[src/rtl/router_ctrl_fsm.sv]
// Packet-sequencing controller for the 1x3 router: Moore FSM that sequences
// header/payload/parity loading into the destination FIFOs and stalls the source.
module router_ctrl_fsm #(
   parameter int NUM_DEST = 3,
   parameter int ADDR_W   = 2
) (
   input  logic                clock,
   input  logic                resetn,
   input  logic                pkt_valid,
   input  logic [ADDR_W-1:0]   data_in,
   input  logic                fifo_full,
   input  logic [NUM_DEST-1:0] fifo_empty,
   input  logic [NUM_DEST-1:0] soft_reset,
   input  logic                parity_done,
   input  logic                low_pkt_valid,
   output logic [ADDR_W-1:0]   dest_addr,
   output logic                detect_add,
   output logic                lfd_state,
   output logic                ld_state,
   output logic                laf_state,
   output logic                full_state,
   output logic                rst_int_reg,
   output logic                write_enb_reg,
   output logic                busy
);

   typedef enum logic [2:0] {
      DECODE_ADDRESS     = 3'd0,
      LOAD_FIRST_DATA    = 3'd1,
      LOAD_DATA          = 3'd2,
      FIFO_FULL_STATE    = 3'd3,
      LOAD_AFTER_FULL    = 3'd4,
      LOAD_PARITY        = 3'd5,
      CHECK_PARITY_ERROR = 3'd6,
      WAIT_TILL_EMPTY    = 3'd7
   } state_t;

   localparam logic [ADDR_W:0] ADDR_LIMIT = (ADDR_W+1)'(NUM_DEST);

   state_t            state_q, state_d;
   logic [ADDR_W-1:0] dest_addr_q, dest_addr_d;
   logic              addr_valid_s;
   logic              hdr_empty_s;
   logic              sel_empty_s;
   logic              sel_srst_s;

   // Bounds-safe per-destination bit select; addresses past NUM_DEST read as 0.
   function automatic logic sel_bit(input logic [NUM_DEST-1:0] vec,
                                    input logic [ADDR_W-1:0]   addr);
      logic r;
      r = 1'b0;
      for (int i = 0; i < NUM_DEST; i++) begin
         if (addr == ADDR_W'(i)) begin
            r = vec[i];
         end else begin
            r = r;
         end
      end
      return r;
   endfunction

   assign addr_valid_s = ({1'b0, data_in} < ADDR_LIMIT);
   assign hdr_empty_s  = sel_bit(fifo_empty, data_in);
   assign sel_empty_s  = sel_bit(fifo_empty, dest_addr_q);
   assign sel_srst_s   = sel_bit(soft_reset, dest_addr_q);

   // State and latched destination registers
   always_ff @(posedge clock) begin
      if (!resetn) begin
         state_q     <= DECODE_ADDRESS;
         dest_addr_q <= '0;
      end else begin
         state_q     <= state_d;
         dest_addr_q <= dest_addr_d;
      end
   end

   // Next-state and destination-latch logic; soft reset of the selected port wins
   always_comb begin
      state_d     = state_q;
      dest_addr_d = dest_addr_q;
      if ((state_q == DECODE_ADDRESS) && pkt_valid && addr_valid_s) begin
         dest_addr_d = data_in;
      end else begin
         dest_addr_d = dest_addr_q;
      end
      if ((state_q != DECODE_ADDRESS) && sel_srst_s) begin
         state_d = DECODE_ADDRESS;
      end else begin
         case (state_q)
            DECODE_ADDRESS: begin
               if (pkt_valid && addr_valid_s) begin
                  state_d = hdr_empty_s ? LOAD_FIRST_DATA : WAIT_TILL_EMPTY;
               end else begin
                  state_d = DECODE_ADDRESS;
               end
            end
            LOAD_FIRST_DATA: state_d = LOAD_DATA;
            LOAD_DATA: begin
               if (fifo_full) begin
                  state_d = FIFO_FULL_STATE;
               end else if (!pkt_valid) begin
                  state_d = LOAD_PARITY;
               end else begin
                  state_d = LOAD_DATA;
               end
            end
            FIFO_FULL_STATE: state_d = fifo_full ? FIFO_FULL_STATE : LOAD_AFTER_FULL;
            LOAD_AFTER_FULL: begin
               if (parity_done) begin
                  state_d = DECODE_ADDRESS;
               end else if (low_pkt_valid) begin
                  state_d = LOAD_PARITY;
               end else begin
                  state_d = LOAD_DATA;
               end
            end
            LOAD_PARITY:        state_d = CHECK_PARITY_ERROR;
            CHECK_PARITY_ERROR: state_d = fifo_full ? FIFO_FULL_STATE : DECODE_ADDRESS;
            WAIT_TILL_EMPTY:    state_d = sel_empty_s ? LOAD_FIRST_DATA : WAIT_TILL_EMPTY;
            default:            state_d = DECODE_ADDRESS;
         endcase
      end
   end

   // Moore output decode of the current state
   always_comb begin
      detect_add    = 1'b0;
      lfd_state     = 1'b0;
      ld_state      = 1'b0;
      laf_state     = 1'b0;
      full_state    = 1'b0;
      rst_int_reg   = 1'b0;
      write_enb_reg = 1'b0;
      busy          = 1'b0;
      case (state_q)
         DECODE_ADDRESS:  detect_add = 1'b1;
         LOAD_FIRST_DATA: begin
            lfd_state = 1'b1;
            busy      = 1'b1;
         end
         LOAD_DATA: begin
            ld_state      = 1'b1;
            write_enb_reg = 1'b1;
         end
         FIFO_FULL_STATE: begin
            full_state = 1'b1;
            busy       = 1'b1;
         end
         LOAD_AFTER_FULL: begin
            laf_state     = 1'b1;
            write_enb_reg = 1'b1;
            busy          = 1'b1;
         end
         LOAD_PARITY: begin
            write_enb_reg = 1'b1;
            busy          = 1'b1;
         end
         CHECK_PARITY_ERROR: begin
            rst_int_reg = 1'b1;
            busy        = 1'b1;
         end
         WAIT_TILL_EMPTY: busy = 1'b1;
         default:         detect_add = 1'b1;
      endcase
   end

   assign dest_addr = dest_addr_q;

endmodule

[config.mk]
export PLATFORM = sky130hd
export DESIGN_NAME = router_ctrl_fsm
export DESIGN_NICKNAME = d
export VERILOG_FILES = /design/src/rtl/router_ctrl_fsm.sv
export SDC_FILE = /design/constraint.sdc
export NUM_CORES = 1
export LEC_CHECK = 0
export ABC_AREA = 1
export CAP_MARGIN = 20
export CORE_AREA = 2 2 39 41
export DETAILED_ROUTE_END_ITERATION = 10
export DIE_AREA = 0 0 41 43
export PLACE_DENSITY = 0.74
export SYNTH_ARGS = -nofsm -noshare
export SYNTH_HDL_FRONTEND = slang
export SYNTH_SLANG_ARGS = --single-unit
[constraint.sdc]
create_clock -name clock -period 1.8 [get_ports clock]
set_input_delay 0.36 -clock clock [delete_from_list [all_inputs] [get_ports clock]]
set_output_delay 0.36 -clock clock [all_outputs]
set_load 0.01 [all_outputs]
[After elaboration in Yosys (flattened, before gate mapping)]
Index checks and enable logic that the tools add are counted.
Widths: inputs -> output; s select.
Cells by class
  order comparisons: 1
  eq/ne operators: 11
  multiplexer cells: 27
  bitwise logic cells: 1
  reductions and logical operators: 11
Operators with widths (count)
  $mux 3: 8
  $pmux 3 s8: 1
  $mux 1: 17
  $eq 3x3->1 const B: 4
  $eq 3x2->1 const B: 2
  $reduce_or 6->1: 1
  $eq 2x1->1 const B: 2
  $eq 2x2->1 const B: 2
  $logic_and 1x1->1: 4
  $logic_not 2->1: 2
  $eq 3x1->1 const B: 1
  $logic_not 3->1: 1
  $reduce_bool 3->1: 1
  $reduce_or 3->1: 1
  $lt 2x2->1 const B: 1
  $mux 2: 1
  $reduce_or 2->1: 1
  $not 1->1: 1
Word-level totals
  flip-flop bits (word level): 5
  input bits: 14
  output and inout port bits: 10
  logic and storage cells: 53

[Logic depth before layout (Yosys ltp)]
Gate-level depths: netlist of run 1.
  depth after elaboration: 7
  mapped depth: 9

[Least setup slack after synthesis of run 1]
No wires, ideal clock.
  kind: register to output
  start: register state_q[0]
  end: output write_enb_reg
  data arrival time: 0.827 ns
  data required time: 1.440 ns
  setup slack: 0.613 ns
  stages on the path, launching flop included: 4
  buffers on the path: 0
  cell sequence: dfxtp_1 inv_1 nand2_1 o21ai_0
Between the ends
  cells in the longest elaborated chain, start to end: 3
Ends and longest elaborated chain
  start: declaration: line 40  | state_t state_q, state_d;
  start signal: assignment: line 73  | state_q <= state_d;
  $eq 3x3->1 or $eq 3x2->1 (tied branches): line 136  | case (state_q)
  $reduce_or 3->1 (no source line) (*)
  $mux 1 (*): line 136
  end: declaration: line 23  | output logic write_enb_reg,
Every way passes the cells marked *; elsewhere a longest branch is shown, timed or not.

[Worst setup path in the final report of run 1]
  start: register state_q[2]
  end: output busy
Between the ends
  cells in the longest elaborated chain, start to end: 3
Ends and longest elaborated chain
  $eq 3x3->1 (tied with other cells): line 136
  $reduce_or 6->1 (no source line) (*)
  $mux 1 (*): line 136
  end: declaration: line 24  | output logic busy
Marked as above.

==> flow_metrics.tcl, run 1 <==
set metrics [dict create \
    drt.antenna.violating_nets 0 \
    startpoint "state_q[2]$_SDFF_PP0_" \
    total_power_mw 0.984 \
    clock_sinks 5 \
    finalHoldWorstSlack_ns 0.593 \
    viasPerCell 4.70 \
    fin_skew_ns 0.00234 \
    hold_viol 0 \
    dr.pass1.iters 3 \
    power_density_nw_per_um2 1300 \
    cp-end-kind "output pin" \
    hold_class "flop to flop" \
    seq_area_um2 104 \
    clk_pin_slew_ns 0.05 \
    worst_ir_drop_vdd_uv 599 \
    rows 14 \
    netlist_instances 90 \
    grt_pass1_wl_um 2270 \
    port_buffers 23 \
    synth_most_common_cell "nand2_1" \
    internal-power_mw 0.514 \
    via_count 621 \
    multi_input_area_um2 309 \
    worstSetupPathType "flop to output pin" \
    synth_top_area_share_pct 20.4 \
    remaining_drc_errors 0 \
    n_antenna_cell 0 \
    ios 24 \
    yosysSeqAreaShare_pct 20.4 \
    synth_nets 104 \
    clock-root-buffer "clkbuf_4" \
    slew_viol_final 0 \
    insertion_delay_ns 0.25 \
    coreArea_um2 1380 \
    grt-ovfl-total 0 \
    synth_common_cells "nand2_1 (22), inv_1 (17), nand3_1 (13), nor2_1 (12), dfxtp_1 (5)" \
    max-clock-path-buffers 2 \
    fmax_mhz 582 \
    postCtsSetupBuffers 0 \
    synth_cell_types 17 \
    final_nets 131 \
    cts_buffers 3 \
    maxCapViolations 0 \
    die_h_um 43 \
    grt_start_max_net_pins 11 \
    syn_avg_cell_area_um2 5.45 \
    worstMarginPinSlew_ns 0.347 \
    die_w_um 41 \
    path_max_fanout 10 \
    initial_core_util_pct 35.4 \
    ys_ff_latch 5 \
    setup_viol 0 \
    htreeDepth 1 \
    p_sw_mw 0.469 \
    synthArstFlopShare_pct 0 \
    grt_setup_unrepaired "false" \
    power_leakage_nw 0.419 \
    place_ws_ns 0.133 \
    start_kind "flop" \
    synthFlopType "dfxtp_1" \
    gr-usage-all-layers_pct 18.8 \
    pwr-share-seq_pct 23.8 \
    ys_warn_count 0 \
    synthTopCellsByArea "dfxtp_1 (20%), nand2_1 (17%), nand3_1 (13%), inv_1 (13%), nor2_1 (9.2%)" \
    drtIter0Drc 11 \
    fillers 154 \
    syn_to_final_growth_pct 53.8 \
    status "finished, final reports clean" \
    finish.utilization_pct 54.5 \
    comb_power_share_pct 62.6 \
    r2r-start "dest_addr[0]$_SDFFE_PN0P_" \
    p_clk_share_pct 13.7 \
    worstHoldStart "dest_addr[0]$_SDFFE_PN0P_" \
    rrSetupSlack_ns 0.64 \
    synth-edff-count 0 \
    routed_wl_um 1340 \
    dp_hpwl_um 1120 \
    cts_tree "yes" \
    wl_per_cell_um 10.1 \
    gpl.final_weighted_congestion 0.799 \
    finalWorstSetupSlack_ns 0.0832 \
    dieArea_um2 1760 \
    cp.arrival_ns 1.36 \
    period_share_pct 95.4 \
    p_sw_share_pct 47.7 \
    antenna_found_initial 0 \
    synth_area_um2 490 \
    grt_pass1_vias 597 \
    slew_headroom_pct 76.6 \
    worstPathRequired_ns 1.44 \
    fin_crit_ns 1.72 \
    drive_above_1_share_pct 12.9 \
    setup_tns_ns 0 \
    yosysTopAreaCell "dfxtp_1" \
]
logic make-up (layout without fill, tap and decap cells):
logic type	count (synthesis)	after routing	synth area share, %
and+or+nand+nor	57	57	52.6
buffers and inverters	19	45	16.6
AOI/OAI and AO/OA	9	9	10.5
DFF	5	5	20.4
power by group through the flow:
stage	Combinational [mW]	Sequential [mW]	Clock, mW
detailed placement	0.670	0.224	0
global placement	0.655	0.224	0
global route	0.687	0.242	0.150
floorplan	0.404	0.204	0
finish	0.615	0.234	0.135
CTS	0.622	0.226	0.136
flip-flops by register name, summed over array words and instances (netlist names):
| name | count |
|---|---|
| state_q | 3 |
| dest_addr | 2 |
area by class of cell:
cell class | instances | share of cell area, %
tap | 16 | 2.65
inverter | 18 | 9.29
sequential | 5 | 13.8
timing repair buffer | 23 | 29.9
clock buffer | 4 | 3.48
multi-input combinational | 66 | 41.0
layer usage:
layer	GRT usage, %	wire, um	vias up
li1	-	-	330
met1	20.1	548	266
met2	33.4	707	22
met3	3.14	62	3
met4	8.00	19	0
met5	0	0	-
timing repair:
action / CTS / global route
hold buffers: 0 / 0
setup endpoints to repair: 7 / 2
resized for setup: 7 / 3
hold endpoints to repair: 0 / 0
worst paths after layout:
kind                               end  cells past startpoint
max reg2reg      state_q[1]$_SDFF_PP0_                      6
min reg2reg  dest_addr[0]$_SDFFE_PN0P_                      2
min          dest_addr[0]$_SDFFE_PN0P_                      2
max                               busy                      3
layout by cell type, fill, tap and decap left out:
master	instances
nor3_1	2
dfxtp_1	2
o21ai_0	3
nand3_1	13
nor2_4	1
nand2_2	2
nor2_2	3
inv_1	17
inv_4	1
a21boi_0	1
clkdlybuf4s50_1	16
o21ai_2	1
clkbuf_4	3
a21oi_1	4
nand2_1	22
clkbuf_1	1
or2_2	1
nor2_1	12
dlygate4sd2_1	6
nand4_1	1
dfxtp_2	3
dlymetal6s2s_1	1
per-stage QoR:
stage / std cells / cell area, um2
2_1_floorplan: 90 / 490
3_3_place_gp: 128 / 729
3_5_place_dp: 128 / 729
4_1_cts: 132 / 749
5_1_grt: 132 / 754
6_report: 132 / 754
worst max-delay path, stage by stage, from the launching register on:
cell and delay [ns]:
dfxtp_2 0.45, inv_4 0.08, nand2_1 0.06, clkdlybuf4s50_1 0.52
Note: power is estimated with default switching activity, not from simulation.
==> run 2, diff against run 1 <==
--- a/config.mk
+++ b/config.mk
@@ -7,10 +7,13 @@
 export LEC_CHECK = 0
 export ABC_AREA = 1
 export CAP_MARGIN = 20
-export CORE_AREA = 2 2 39 41
+export CELL_PAD_IN_SITES_DETAIL_PLACEMENT = 1
+export CELL_PAD_IN_SITES_GLOBAL_PLACEMENT = 2
+export CORE_ASPECT_RATIO = 1.2
+export CORE_MARGIN = 2
+export CORE_UTILIZATION = 19
 export DETAILED_ROUTE_END_ITERATION = 10
-export DIE_AREA = 0 0 41 43
-export PLACE_DENSITY = 0.74
+export PLACE_DENSITY_LB_ADDON = 0.1
 export SYNTH_ARGS = -nofsm -noshare
 export SYNTH_HDL_FRONTEND = slang
 export SYNTH_SLANG_ARGS = --single-unit
==> run 2 against run 1 <==
Setup slack lost 0.020 ns. Highest routed layer unchanged. Sequential share of layout area shrank 0.36 points. Routed wire length grew 21%. Final cell count grew 14%. Critical endpoint unchanged. Die area grew 70%.
==> flow_metrics.tcl, run 2 (synthesis results as in run 1) <==
set metrics [dict create \
    status "finished, final reports clean" \
    cp.arrival_ns 1.38 \
    hold_buffers 0 \
    gr-usage-all-layers_pct 12.3 \
    grt_setup_unrepaired "false" \
    drtIter0Drc 2 \
    finalHoldWorstSlack_ns 0.618 \
    syn_to_final_growth_pct 61.7 \
    viasPerCell 4.24 \
    hold_class "flop to flop" \
    dp_hpwl_um 1430 \
    fillers 345 \
    seq_area_um2 106 \
    dieArea_um2 3010 \
    fin_area_um2 793 \
    maxCapViolations 0 \
    total_power_mw 1.02 \
    via_count 640 \
    place_area_um2 766 \
    finalWorstSetupSlack_ns 0.0631 \
    hold_viol 0 \
    grt_pass1_vias 694 \
    die_h_um 59.7 \
    largest_reg_flops 3 \
    path_max_fanout 5 \
    clock-root-buffer "clkbuf_4" \
    final_cell_mix "nand2_1 (22), inv_1 (17), clkdlybuf4s50_1 (16)" \
    rows 20 \
    drt.antenna.violating_nets 0 \
    ios 24 \
    htreeDepth 1 \
    setup_tns_ns 0 \
    initial_core_util_pct 19.6 \
    die_w_um 50.4 \
    power_leakage_nw 0.429 \
    largest_register "state_q" \
    remaining_drc_errors 0 \
    cp-end-kind "output pin" \
    place_ws_ns 0.165 \
    clk_pin_slew_ns 0.05 \
    multi_input_area_um2 309 \
    worstMarginPinSlew_ns 0.358 \
    routed_wl_um 1620 \
    start_kind "flop" \
    clock_sinks 5 \
    antenna_found_initial 0 \
    worst_ir_drop_vdd_uv 303 \
    gpl.final_weighted_congestion 0.713 \
    setup_viol 0 \
    worstPathRequired_ns 1.44 \
    final_nets 133 \
    grt_start_max_net_pins 8 \
    slew_viol_final 0 \
    port_buffers 23 \
    cts_buffers 3 \
    grt-ovfl-total 0 \
    coreArea_um2 2500 \
    cts_tree "yes" \
    slew_headroom_pct 76.0 \
    mostFrequentLayoutCell "nand2_1" \
    period_share_pct 96.5 \
    fin_crit_ns 1.74 \
    wl_per_cell_um 10.7 \
    fmax_mhz 576 \
    max-clock-path-buffers 2 \
    worstSetupPathType "flop to output pin" \
    insertion_delay_ns 0.24 \
    dr.pass1.iters 2 \
    power_density_nw_per_um2 1280 \
    fin_skew_ns 0.000803 \
    grt_pass1_wl_um 2760 \
    n_antenna_cell 0 \
    drive_above_1_share_pct 14.4 \
]
-- run 2: path summary, 6_finish.rpt --
check | cells past startpoint | slack, ns | end | startpoint
setup / recovery | 4 | 0.06 | busy | state_q[0]$_SDFF_PP0_
setup reg to reg | 6 | 0.62 | state_q[2]$_SDFF_PP0_ | dest_addr[1]$_SDFFE_PN0P_
hold / removal | 2 | 0.62 | dest_addr[0]$_SDFFE_PN0P_ | dest_addr[0]$_SDFFE_PN0P_
hold reg to reg | 2 | 0.62 | dest_addr[0]$_SDFFE_PN0P_ | dest_addr[0]$_SDFFE_PN0P_
-- run 2: stage by stage --
step                      util, %  std cells
after floorplan                 -         90
after global placement       30.6        147
after detailed placement     30.6        147
after CTS                    31.5        151
after global routing         31.7        151
final                        31.7        151
-- run 2: report_power, final --
part	internal (mW)	switching (mW)	total, mW
registers	0.165	0.0643	0.230
clock network	0.0840	0.0491	0.133
logic	0.289	0.364	0.653
total	0.538	0.478	1.02
-- run 2: critical path: stages, from the launching register on --
cell	delay [ns]
dfxtp_4	0.37
inv_1	0.05
buf_4	0.13
nand2_1	0.06
clkdlybuf4s50_1	0.52
-- run 2: final cells by class --
type / count / share of cell area [%]
timing repair buffer: 25 / 30.3
multi-input combinational: 66 / 39.0
inverter: 18 / 8.83
clock buffer: 4 / 3.31
sequential: 5 / 13.4
tap: 33 / 5.21
-- run 2: per-layer routing --
| layer | up-vias | track usage, % | part of all wire [%] |
|---|---|---|---|
| met4 | 0 | 6.95 | 1.1 |
| met5 | - | 0 | 0 |
| met3 | 2 | 1.00 | 3.9 |
| li1 | 335 | - | - |
| met2 | 16 | 25.0 | 55 |
| met1 | 287 | 12.0 | 40 |
-- run 2: timing repair --
action                     CTS  global route
cloned                       0             0
setup buffers                0             0
pin swaps                    1             0
gates resized for setup      9             2
setup endpoints to repair    8             2
